### config.mk
export PLATFORM = sky130hd
export DESIGN_NAME = multicycle_control_fsm
export DESIGN_NICKNAME = d
export VERILOG_FILES = /design/src/rtl/mips_ctrl_pkg.sv /design/src/rtl/mc_wait_timer.sv /design/src/rtl/multicycle_control_fsm.sv
export SDC_FILE = /design/constraint.sdc
export NUM_CORES = 1
export LEC_CHECK = 0
export ABC_AREA = 1
export CORE_MARGIN = 8
export CORE_UTILIZATION = 34
export DETAILED_ROUTE_END_ITERATION = 6
export MAX_ROUTING_LAYER = met4
export PLACE_DENSITY = 0.76
export SYNTH_ARGS = -nofsm -noshare
export SYNTH_HDL_FRONTEND = slang
export SYNTH_SLANG_ARGS = --single-unit
### constraint.sdc
create_clock -name clk -period 1.4 [get_ports clk]
set_clock_uncertainty 0.2 [all_clocks]
set_input_delay 0.28 -clock clk [delete_from_list [all_inputs] [get_ports clk]]
set_output_delay 0.28 -clock clk [all_outputs]
set_load 0.05 [all_outputs]
### src/rtl/mips_ctrl_pkg.sv
// Shared encodings for the multi-cycle MIPS sequencing controller.
// Latency: n/a (constants and pure decode helpers only).
// Backpressure: n/a.
package mips_ctrl_pkg;

    // Opcodes (IR[31:26]) and the jr function code (IR[5:0])
    localparam logic [5:0] OP_RTYPE = 6'd0;
    localparam logic [5:0] OP_J     = 6'd2;
    localparam logic [5:0] OP_JAL   = 6'd3;
    localparam logic [5:0] OP_BEQ   = 6'd4;
    localparam logic [5:0] OP_BNE   = 6'd5;
    localparam logic [5:0] OP_ADDI  = 6'd8;
    localparam logic [5:0] OP_SLTI  = 6'd10;
    localparam logic [5:0] OP_SLTIU = 6'd11;
    localparam logic [5:0] OP_ANDI  = 6'd12;
    localparam logic [5:0] OP_ORI   = 6'd13;
    localparam logic [5:0] OP_LUI   = 6'd15;
    localparam logic [5:0] OP_LW    = 6'd35;
    localparam logic [5:0] OP_LBU   = 6'd36;
    localparam logic [5:0] OP_LHU   = 6'd37;
    localparam logic [5:0] OP_SB    = 6'd40;
    localparam logic [5:0] OP_SH    = 6'd41;
    localparam logic [5:0] OP_SW    = 6'd43;
    localparam logic [5:0] FUNCT_JR = 6'h08;

    // State encodings
    localparam int         ST_W        = 4;
    localparam logic [3:0] ST_FETCH    = 4'd0;
    localparam logic [3:0] ST_DECODE   = 4'd1;
    localparam logic [3:0] ST_MEM_ADDR = 4'd2;
    localparam logic [3:0] ST_MEM_RD   = 4'd3;
    localparam logic [3:0] ST_MEM_WB   = 4'd4;
    localparam logic [3:0] ST_MEM_WR   = 4'd5;
    localparam logic [3:0] ST_R_EXEC   = 4'd6;
    localparam logic [3:0] ST_R_WB     = 4'd7;
    localparam logic [3:0] ST_I_EXEC   = 4'd8;
    localparam logic [3:0] ST_I_WB     = 4'd9;
    localparam logic [3:0] ST_BRANCH   = 4'd10;
    localparam logic [3:0] ST_JUMP     = 4'd11;
    localparam logic [3:0] ST_JR       = 4'd12;
    localparam logic [3:0] ST_EXCEPT   = 4'd13;

    // Datapath select codes
    localparam logic [1:0] ALU_ADD     = 2'b00;
    localparam logic [1:0] ALU_SUB     = 2'b01;
    localparam logic [1:0] ALU_RFUNCT  = 2'b10;
    localparam logic [1:0] ALU_IOP     = 2'b11;
    localparam logic [1:0] PCS_ALU     = 2'b00;
    localparam logic [1:0] PCS_ALUOUT  = 2'b01;
    localparam logic [1:0] PCS_JUMP    = 2'b10;
    localparam logic [1:0] PCS_REG_A   = 2'b11;
    localparam logic [1:0] SRCB_B      = 2'b00;
    localparam logic [1:0] SRCB_FOUR   = 2'b01;
    localparam logic [1:0] SRCB_IMM    = 2'b10;
    localparam logic [1:0] SRCB_IMM_SH = 2'b11;
    localparam logic [1:0] RDST_RT     = 2'b00;
    localparam logic [1:0] RDST_RD     = 2'b01;
    localparam logic [1:0] RDST_RA     = 2'b10;
    localparam logic [1:0] M2R_ALUOUT  = 2'b00;
    localparam logic [1:0] M2R_MDR     = 2'b01;
    localparam logic [1:0] M2R_PC      = 2'b10;
    localparam logic [1:0] CAUSE_NONE    = 2'b00;
    localparam logic [1:0] CAUSE_ILLEGAL = 2'b01;
    localparam logic [1:0] CAUSE_TIMEOUT = 2'b10;

    function automatic logic is_load(input logic [5:0] op);
        return op inside {OP_LW, OP_LBU, OP_LHU};
    endfunction

    function automatic logic is_store(input logic [5:0] op);
        return op inside {OP_SW, OP_SB, OP_SH};
    endfunction

    function automatic logic is_itype(input logic [5:0] op);
        return op inside {OP_ADDI, OP_SLTI, OP_SLTIU, OP_ANDI, OP_ORI, OP_LUI};
    endfunction

endpackage

### src/rtl/mc_wait_timer.sv
// Counts consecutive cycles a memory wait state spends without mem_ready.
// Latency: timeout is combinational in the MEM_TIMEOUT-th wait cycle.
// Backpressure: none; count clears whenever the wait ends or is not active.
// Ports: clk, reset (sync, active-high), active (in a wait state), mem_ready, timeout.
module mc_wait_timer #(
    parameter int MEM_TIMEOUT = 16
) (
    input  logic clk,
    input  logic reset,
    input  logic active,
    input  logic mem_ready,
    output logic timeout
);
    localparam int CNT_W = $clog2(MEM_TIMEOUT + 1);

    logic [CNT_W-1:0] count_q;
    logic [CNT_W-1:0] count_d;

    // count_q holds the number of earlier wait cycles, so the current one is
    // the MEM_TIMEOUT-th when count_q reaches MEM_TIMEOUT-1. The FSM leaves a
    // wait state only on mem_ready or timeout, both of which clear the count,
    // so every wait state is entered with a zero count.
    always_comb begin
        timeout = active && !mem_ready && (count_q == CNT_W'(MEM_TIMEOUT - 1));
        count_d = '0;
        if (active && !mem_ready && !timeout) begin
            count_d = count_q + CNT_W'(1);
        end
    end

    always_ff @(posedge clk) begin
        if (reset) begin
            count_q <= '0;
        end else begin
            count_q <= count_d;
        end
    end

endmodule

### src/rtl/multicycle_control_fsm.sv
// Sequencing controller for the multi-cycle MIPS datapath (Moore outputs per state).
// Latency: one state per cycle; FETCH/MEM_RD/MEM_WR advance in the cycle mem_ready is seen.
// Backpressure: holds in memory states until mem_ready (bounded only with MC_CTRL_EXC_EN).
// Ports: clk, reset (sync active-high), opcode/funct from IR, mem_ready; datapath
// enables/selects, epc_write/cause (exceptions), state_o (debug).
// Build option: define MC_CTRL_EXC_EN to enable illegal-opcode and memory-timeout exceptions.
module multicycle_control_fsm #(
    parameter int MEM_TIMEOUT = 16,
    parameter int STATE_W     = 4
) (
    input  logic               clk,
    input  logic               reset,
    input  logic [5:0]         opcode,
    input  logic [5:0]         funct,
    input  logic               mem_ready,
    output logic               pc_write,
    output logic               pc_write_cond,
    output logic               branch_ne,
    output logic               iord,
    output logic               mem_read,
    output logic               mem_write,
    output logic               ir_write,
    output logic [1:0]         mem_to_reg,
    output logic [1:0]         reg_dst,
    output logic               reg_write,
    output logic               alu_src_a,
    output logic [1:0]         alu_src_b,
    output logic [1:0]         alu_op,
    output logic [1:0]         pc_source,
    output logic               epc_write,
    output logic [1:0]         cause,
    output logic [STATE_W-1:0] state_o
);
    import mips_ctrl_pkg::*;

    logic [ST_W-1:0] state_q;
    logic [ST_W-1:0] state_d;
    logic            timeout;
    logic            wait_active;

    assign wait_active = (state_q == ST_FETCH) || (state_q == ST_MEM_RD) ||
                         (state_q == ST_MEM_WR);

`ifdef MC_CTRL_EXC_EN
    logic [1:0] cause_q;
    logic [1:0] cause_d;

    mc_wait_timer #(.MEM_TIMEOUT(MEM_TIMEOUT)) u_wait_timer (
        .clk       (clk),
        .reset     (reset),
        .active    (wait_active),
        .mem_ready (mem_ready),
        .timeout   (timeout)
    );

    assign cause = reset ? CAUSE_NONE : cause_q;
`else
    logic unused_cfg;
    assign unused_cfg = ^{MEM_TIMEOUT, wait_active};
    assign timeout    = 1'b0;
    assign cause      = CAUSE_NONE;
`endif

    // Outputs are forced low during reset so no strobe of an aborted
    // instruction reaches the datapath in the reset cycle.
    assign state_o = reset ? '0 : STATE_W'(state_q);

    always_comb begin
        state_d       = state_q;
        pc_write      = 1'b0;
        pc_write_cond = 1'b0;
        branch_ne     = 1'b0;
        iord          = 1'b0;
        mem_read      = 1'b0;
        mem_write     = 1'b0;
        ir_write      = 1'b0;
        mem_to_reg    = M2R_ALUOUT;
        reg_dst       = RDST_RT;
        reg_write     = 1'b0;
        alu_src_a     = 1'b0;
        alu_src_b     = SRCB_B;
        alu_op        = ALU_ADD;
        pc_source     = PCS_ALU;
        epc_write     = 1'b0;
`ifdef MC_CTRL_EXC_EN
        cause_d       = cause_q;
`endif
        if (!reset) begin
            case (state_q)
                ST_FETCH: begin
                    // PC+4 computed while the instruction is read
                    mem_read  = !timeout;
                    alu_src_b = SRCB_FOUR;
                    if (mem_ready) begin
                        ir_write = 1'b1;
                        pc_write = 1'b1;
                        state_d  = ST_DECODE;
                    end else if (timeout) begin
                        state_d = ST_EXCEPT;
`ifdef MC_CTRL_EXC_EN
                        cause_d = CAUSE_TIMEOUT;
`endif
                    end
                end
                ST_DECODE: begin
                    // speculative branch target into ALUOut
                    alu_src_b = SRCB_IMM_SH;
                    if (opcode == OP_RTYPE) begin
                        state_d = (funct == FUNCT_JR) ? ST_JR : ST_R_EXEC;
                    end else if (is_load(opcode) || is_store(opcode)) begin
                        state_d = ST_MEM_ADDR;
                    end else if (opcode == OP_BEQ || opcode == OP_BNE) begin
                        state_d = ST_BRANCH;
                    end else if (opcode == OP_J || opcode == OP_JAL) begin
                        state_d = ST_JUMP;
                    end else if (is_itype(opcode)) begin
                        state_d = ST_I_EXEC;
                    end else begin
`ifdef MC_CTRL_EXC_EN
                        state_d = ST_EXCEPT;
                        cause_d = CAUSE_ILLEGAL;
`else
                        state_d = ST_FETCH;
`endif
                    end
                end
                ST_MEM_ADDR: begin
                    alu_src_a = 1'b1;
                    alu_src_b = SRCB_IMM;
                    state_d   = is_load(opcode) ? ST_MEM_RD : ST_MEM_WR;
                end
                ST_MEM_RD: begin
                    mem_read = !timeout;
                    iord     = 1'b1;
                    if (mem_ready)    state_d = ST_MEM_WB;
                    else if (timeout) begin
                        state_d = ST_EXCEPT;
`ifdef MC_CTRL_EXC_EN
                        cause_d = CAUSE_TIMEOUT;
`endif
                    end
                end
                ST_MEM_WB: begin
                    reg_write  = 1'b1;
                    mem_to_reg = M2R_MDR;
                    state_d    = ST_FETCH;
                end
                ST_MEM_WR: begin
                    mem_write = !timeout;
                    iord      = 1'b1;
                    if (mem_ready)    state_d = ST_FETCH;
                    else if (timeout) begin
                        state_d = ST_EXCEPT;
`ifdef MC_CTRL_EXC_EN
                        cause_d = CAUSE_TIMEOUT;
`endif
                    end
                end
                ST_R_EXEC: begin
                    alu_src_a = 1'b1;
                    alu_op    = ALU_RFUNCT;
                    state_d   = ST_R_WB;
                end
                ST_R_WB: begin
                    reg_write = 1'b1;
                    reg_dst   = RDST_RD;
                    state_d   = ST_FETCH;
                end
                ST_I_EXEC: begin
                    alu_src_a = 1'b1;
                    alu_src_b = SRCB_IMM;
                    alu_op    = ALU_IOP;
                    state_d   = ST_I_WB;
                end
                ST_I_WB: begin
                    reg_write = 1'b1;
                    state_d   = ST_FETCH;
                end
                ST_BRANCH: begin
                    alu_src_a     = 1'b1;
                    alu_op        = ALU_SUB;
                    pc_write_cond = 1'b1;
                    pc_source     = PCS_ALUOUT;
                    branch_ne     = (opcode == OP_BNE);
                    state_d       = ST_FETCH;
                end
                ST_JUMP: begin
                    pc_write  = 1'b1;
                    pc_source = PCS_JUMP;
                    // PC already holds PC+4, so it is the link value
                    if (opcode == OP_JAL) begin
                        reg_write  = 1'b1;
                        reg_dst    = RDST_RA;
                        mem_to_reg = M2R_PC;
                    end
                    state_d = ST_FETCH;
                end
                ST_JR: begin
                    pc_write  = 1'b1;
                    pc_source = PCS_REG_A;
                    state_d   = ST_FETCH;
                end
`ifdef MC_CTRL_EXC_EN
                ST_EXCEPT: begin
                    // vector is PC+4 through the ALU path
                    epc_write = 1'b1;
                    pc_write  = 1'b1;
                    alu_src_b = SRCB_FOUR;
                    pc_source = PCS_ALU;
                    state_d   = ST_FETCH;
                end
`endif
                default: state_d = ST_FETCH;
            endcase
        end
    end

    always_ff @(posedge clk) begin
        if (reset) begin
            state_q <= ST_FETCH;
`ifdef MC_CTRL_EXC_EN
            cause_q <= CAUSE_NONE;
`endif
        end else begin
            state_q <= state_d;
`ifdef MC_CTRL_EXC_EN
            cause_q <= cause_d;
`endif
        end
    end

endmodule

==> impl_metrics.yaml, run 1 <==
synthesis:
  yosys_most_used_dff: "dfxtp_1"
  synthTopCellsByArea: "nand2_1, nor2_1, dfxtp_1"
  synth_edf_count: 0
  synth_top_area_share_pct: 20.4
  syn_area_sq_um: 718
  synth_seq_cells: 4
  synth_commonest_cells: "nand2_1, nor2_1, inv_1"
  synth.yosys.seq_area_share_pct: 11.1
  ys_types: 24
  synth.most_common_cell: "nand2_1"
  synth_top_cell_by_area: "nand2_1"
  yosys_warnings: 0
  synth_area_per_cell_sq_um: 5.28
  synthCells: 136
  async_flop_share_pct: 0
floorplan:
  fp.dieH_um: 62.0
  die_x_um: 62.0
  initial_utilization_pct: 36.2
  boundaryPins: 41
  num_rows: 16
place:
  io_buffer_count: 37
  place_area_sq_mm: 0.00185
  dp_slack_ns: -0.617
  dpl.hpwl_um: 3220
  place_congestion: 0.918
clock_tree:
  h-tree-depth: 1
  cts_sinks: 4
  root_buffer: "clkbuf_4"
  ctsResizeCount: 58
  clk_path_buf_depth: 2
  cts_setup_buffers: 21
  cts_buffers: 3
  hold_buffers: 0
run_status:
  failed_stage: "4_1_cts"
  status: "did not finish"
  firstError: "[ERROR DPL-0038] Utilization greater than 100%, impossible to legalize"
through the flow:
| step | std cells | TNS (ns) | hold WS (ns) |
|---|---|---|---|
| global placement | 243 | -12.19 | 0.513 |
| detailed placement | 243 | -12.89 | 0.547 |
| floorplan | 138 | -3.11 | 0.230 |
cell families after synthesis:
group | after synthesis | synth area share, %
other | 1 | 0.522
and+or+nand+nor | 92 | 58.7
AOI/OAI and AO/OA | 12 | 13.4
buffers and inverters | 27 | 16.2
DFF | 4 | 11.2
==> run 2, diff against run 1 <==
- CORE_AREA: unset -> 8 8 69 71
- CORE_MARGIN: 8 -> unset
- CORE_UTILIZATION: 34 -> unset
- DIE_AREA: unset -> 0 0 77 79
- MAX_ROUTING_LAYER: met4 -> unset
- PLACE_DENSITY: 0.76 -> unset
- PLACE_DENSITY_LB_ADDON: unset -> 0.15
- clock period: 1.4 -> 1.8 ns (I/O delays scaled with it)
==> run 2 against run 1 <==
Compared with the run above: the flow now finishes, with violations (negative setup slack); synthesized cell count did not move; area after synthesis did not move.
==> impl_metrics.yaml, run 2 <==
min_path:
  min_to: "state_q[1]$_SDFFE_PP0P_"
  min_from: "state_q[1]$_SDFFE_PP0P_"
  hold_depth: 4
  hold_class: "reg -> reg"
route:
  dr_total_vias: 1173
  first_iter_violations: 29
  firstDrtPassIters: 4
  wl_per_cell_um: 11.6
  drc_errors: 0
  ant_nets: 0
  routed_wl_um: 3220
  vias_per_cell: 4.22
floorplan:
  initial_utilization_pct: 18.9
  boundaryPins: 41
  die_x_um: 77
  dieArea_sq_mm: 0.00608
  design.core.area_sq_mm: 0.00380
  fp.dieH_um: 79
  num_rows: 23
cells_and_area:
  final_common_cell: "buf_4"
  largest_reg_flops: 4
  final_cells: 278
  regMostFlops: "state_q"
  finish.utilization_pct: 55.7
  reg.largest.list: "state_q: 4 flops"
  drive_gt1_share_pct: 66.2
  n_antenna_cell: 0
  nNetsFinal: 244
  layout_common_cells: "buf_4, nand2_1, buf_12, nor2_4"
  area_growth_syn_to_layout_pct: 194
clock_tree:
  cts_sinks: 4
  root_buffer: "clkbuf_8"
  h-tree-depth: 1
  hold_buffers: 0
  clk_path_buf_depth: 2
  cts.reportedPaths.clkPinSlew_ns: 0.04
  clkLatencyLatePin_ns: 0.22
  tritoncts: "built"
  cts_buffers: 3
critical_path:
  path_class: "reg -> out"
  crit_fanout: 4
  arrival_ns: 1.46
  r2r_setup_slack_ns: 0.23
  ff2ff_path_depth: 10
  critPathRequiredTime_ns: 1.24
  worstReg2RegStart: "state_q[2]$_SDFFE_PP0P_"
  critPathCaptureType: "primary output"
  startpoint_type: "flop"
  worstReg2RegEnd: "state_q[2]$_SDFFE_PP0P_"
synthesis:
  yosys_most_used_dff: "dfxtp_1"
  synth_top_cell_by_area: "nand2_1"
  syn_area_sq_um: 718
  synth_top_area_share_pct: 20.4
  async_flop_share_pct: 0
  synthTopCellsByArea: "nand2_1, nor2_1, dfxtp_1"
  synth_commonest_cells: "nand2_1, nor2_1, inv_1"
  synthCells: 136
  synth_area_per_cell_sq_um: 5.28
  yosys_warnings: 0
  synth.yosys.seq_area_share_pct: 11.1
  synth_edf_count: 0
  ys_types: 24
  synth.most_common_cell: "nand2_1"
  synth_seq_cells: 4
run_status:
  failed_checks: "negative setup slack"
  status: "complete, but fails checks"
place:
  place_congestion: 0.836
  dpl.hpwl_um: 2480
  io_buffer_count: 37
  dp_slack_ns: -0.391
  dp.cells: 259
timing:
  finalCritPeriodShare_pct: 112
  slew_viol_final: 0
  max_freq_mhz: 495
  layout_min_cycle_time_ns: 2.02
  setup_tns_ns: -1.92
  rsz0062_at_grt: "true"
  report.final.setup_viol: 18
  finalHoldViolCount: 0
  setup_ws_ns: -0.220
global_routing:
  grt_pass1_wl_um: 5330
  grt_pass1_vias: 1188
  antenna_found_initial: 0
  grt_usage_pct: 10.1
  grt_max_degree: 10
  overflow: 0
power_and_ir_drop:
  p_per_area_mw_per_mm2: 480
  p_leak_nw: 0.981
  ir_drop_mv: 0.303
run:
  cap_violations: 0
-- run 2: cells by family (layout without fill, tap and decap cells) --
family          after synthesis  after routing  synth area share (%)
flops                         4              4                  11.2
simple gates                 92             92                  58.7
compound gates               12             12                  13.4
other cells                   1              3                 0.522
buf+inv                      27            117                  16.2
-- run 2: layout make-up --
| cell class | count | area [sq um] |
|---|---|---|
| Clock buffer | 4 | 45.0 |
| Sequential cell | 4 | 95.1 |
| Fill cell | 353 | 1680 |
| Timing Repair Buffer | 91 | 1040 |
| Tap cell | 50 | 62.6 |
| Multi-Input combinational cell | 107 | 782 |
| Inverter | 22 | 91.3 |
-- run 2: where the power goes --
part / leakage [nW] / switching [mW] / total [mW] / internal [mW]
registers: 0.0355 / 0.0161 / 0.117 / 0.101
clock network: 0.0228 / 0.0467 / 0.198 / 0.151
logic: 0.922 / 0.374 / 0.701 / 0.327
-- run 2: worst max path at each step --
stage / cells past startpoint / endpoint / from / slack, ns
CTS: 7 / branch_ne / state_q[3]$_SDFFE_PP0P_ / -0.20
finish: 8 / alu_src_a / state_q[3]$_SDFFE_PP0P_ / -0.22
global placement: 6 / pc_write / reset / -0.36
floorplan: 5 / pc_write / state_q[3]$_SDFFE_PP0P_ / -0.13
global route: 8 / alu_src_a / state_q[3]$_SDFFE_PP0P_ / -0.29
detailed placement: 6 / pc_write / reset / -0.39
-- run 2: critical path, stage by stage, from the launching register on --
cell	delay, ns
dfxtp_4	0.38
inv_4	0.04
nor2_4	0.12
inv_2	0.05
nor2_1	0.14
nand2_2	0.12
o21a_1	0.16
clkinvlp_4	0.08
buf_8	0.13
-- run 2: repair_timing --
item / CTS / global route
gates resized for setup: 58 / 21
pin swaps: 13 / 7
endpoints found under the setup margin: 23 / 21
buffers inserted: 10 / 7
-- run 2: per-stage QoR --
stage | hold WS [ns] | cell area, sq um | total power [mW]
floorplan | 0.320 | 823 | 0.422
global placement | 0.460 | 1720 | 0.700
detailed placement | 0.464 | 1720 | 0.705
CTS | 0.442 | 2000 | 0.973
global route | 0.484 | 2110 | 1.08
finish | 0.449 | 2110 | 1.02
-- run 2: per-layer routing --
metal	part of all wire, %	up-vias	track usage [%]
li1	-	600	-
met1	43	538	11.3
met2	52	31	19.6
met3	4.4	4	2.26
met4	1.1	0	1.13
met5	0	-	0
Power figures use the tool's default switching activity.
==> run 3, diff against run 2 <==
- CELL_PAD_IN_SITES_DETAIL_PLACEMENT: unset -> 1
- CELL_PAD_IN_SITES_GLOBAL_PLACEMENT: unset -> 2
- CORE_AREA: 8 8 69 71 -> unset
- CORE_MARGIN: unset -> 8
- CORE_UTILIZATION: unset -> 17
- DIE_AREA: 0 0 77 79 -> unset
==> run 3 against run 2 <==
Compared with the run above: the run still ends with negative setup slack left; combinational power shrank 0.9%; critical endpoint unchanged; worst hold slack better by 0.080 ns; sequential power hardly changed; final area is 0.83% higher; via count is 1.4% higher; total power barely moved.
==> impl_metrics.yaml, run 3 (synthesis results as in run 2) <==
route:
  first_iter_violations: 28
  routed_wl_um: 3780
  ant_nets: 0
  vias_per_cell: 4.25
  wl_per_cell_um: 13.5
  firstDrtPassIters: 4
  drc_errors: 0
  dr_total_vias: 1189
clock_tree:
  root_buffer: "clkbuf_8"
  h-tree-depth: 1
  hold_buffers: 0
  clkLatencyLatePin_ns: 0.22
  tritoncts: "built"
  cts_buffers: 3
  cts_sinks: 4
  cts.reportedPaths.clkPinSlew_ns: 0.03
  clk_path_buf_depth: 2
floorplan:
  die_x_um: 81.0
  num_rows: 23
  design.core.area_sq_mm: 0.00403
  initial_utilization_pct: 17.8
  boundaryPins: 41
  dieArea_sq_mm: 0.00656
  fp.dieH_um: 81.0
cells_and_area:
  layout_common_cells: "buf_4, nand2_1, buf_12, nor2_4, buf_6"
  finish.utilization_pct: 52.9
  regMostFlops: "state_q"
  area_growth_syn_to_layout_pct: 197
  reg.largest.list: "state_q: 4 flops"
  final_common_cell: "buf_4"
  nNetsFinal: 246
  multiInputGateArea_sq_um: 790
  fill_cells: 488
  drive_gt1_share_pct: 65.2
  seq_area_sq_um: 95.1
  finalInstanceArea_sq_mm: 0.00213
  n_antenna_cell: 0
  largest_reg_flops: 4
place:
  io_buffer_count: 37
  dpl.hpwl_um: 3060
  place_area_sq_mm: 0.00175
  dp_slack_ns: -0.456
  place_congestion: 0.787
timing:
  finalCritPeriodShare_pct: 112
  setup_tns_ns: -2.63
  rsz0062_at_grt: "true"
  max_freq_mhz: 496
  layout_min_cycle_time_ns: 2.02
  setup_ws_ns: -0.218
  slew_viol_final: 0
  holdWs_ns: 0.529
  report.final.setup_viol: 19
  finalHoldViolCount: 0
min_path:
  hold_depth: 5
  hold_class: "reg -> reg"
critical_path:
  arrival_ns: 1.46
  worstReg2RegEnd: "state_q[2]$_SDFFE_PP0P_"
  crit_fanout: 4
  critPathRequiredTime_ns: 1.24
  ff2ff_path_depth: 9
  startpoint_type: "flop"
  cp-startpoint: "state_q[3]$_SDFFE_PP0P_"
  critPathCaptureType: "primary output"
  r2r_setup_slack_ns: 0.10
  path_class: "reg -> out"
  worstReg2RegStart: "state_q[0]$_SDFFE_PP0P_"
  cp-endpoint: "alu_src_a"
global_routing:
  overflow: 0
  antenna_found_initial: 0
  grt_pass1_vias: 1305
  grt_pass1_wl_um: 6000
  grt_max_degree: 9
  grt_usage_pct: 11.5
run:
  cap_violations: 0
run_status:
  failed_checks: "negative setup slack"
  status: "complete, but fails checks"
power_and_ir_drop:
  ir_drop_mv: 0.374
  p_leak_nw: 1.02
  p_per_area_mw_per_mm2: 476
## run 3: cell types whose count changed in the layout (fill, tap and decap cells not counted), moves of 2 or more
cell     before  now
nand2_2      11    7
buf_4        43   45
inv_2        11    9
nand2_1      28   30
nand2_4       5    7
## run 3: per-stage QoR
step	instances	power (mW)
5_1_grt	280	1.07
2_1_floorplan	138	0.422
3_3_place_gp	264	0.717
6_report	280	1.02
4_1_cts	277	0.984
3_5_place_dp	264	0.726
## run 3: final cells by class
cell class | count | share of cell area, %
Multi-Input combinational cell | 107 | 37.0
Inverter | 22 | 4.40
Clock buffer | 4 | 2.11
Sequential cell | 4 | 4.46
Tap cell | 50 | 2.93
Timing Repair Buffer | 93 | 49.1
## run 3: worst max-delay path: stages (launching register included)
cell and delay [ns]:
dfxtp_4 0.37, inv_4 0.04, nor2_4 0.16, nand2_2 0.12, nand2_4 0.09, nor2_4 0.04, o21a_1 0.19, clkinvlp_4 0.08
buf_8 0.14
## run 3: timing repair
item	in CTS	in global routing
gates resized for setup	56	22
pin swaps	12	9
buffers inserted	9	4
endpoints found under the setup margin	24	20
## run 3: routing by layer
metal	up-vias	part of all wire (%)	track usage, %
met4	0	0.66	2.68
met1	550	42	13.5
li1	607	-	-
met5	-	0	0
met3	2	5.9	2.54
met2	30	52	20.7
## run 3: worst min-delay path by stage
stage / endpoint / from / slack [ns]
4_1_cts: state_q[3]$_SDFFE_PP0P_ / reset / 0.53
3_5_place_dp: state_q[1]$_SDFFE_PP0P_ / state_q[1]$_SDFFE_PP0P_ / 0.58
5_1_grt: state_q[3]$_SDFFE_PP0P_ / reset / 0.55
6_report: state_q[1]$_SDFFE_PP0P_ / state_q[1]$_SDFFE_PP0P_ / 0.53
3_3_place_gp: state_q[1]$_SDFFE_PP0P_ / state_q[1]$_SDFFE_PP0P_ / 0.57
2_1_floorplan: state_q[0]$_SDFFE_PP0P_ / mem_ready / 0.32
## run 3: power by group
part	switching, mW	total (mW)	leakage, nW	internal, mW
logic	0.379	0.695	0.958	0.316
registers	0.0162	0.117	0.0355	0.101
clock network	0.0517	0.203	0.0228	0.152
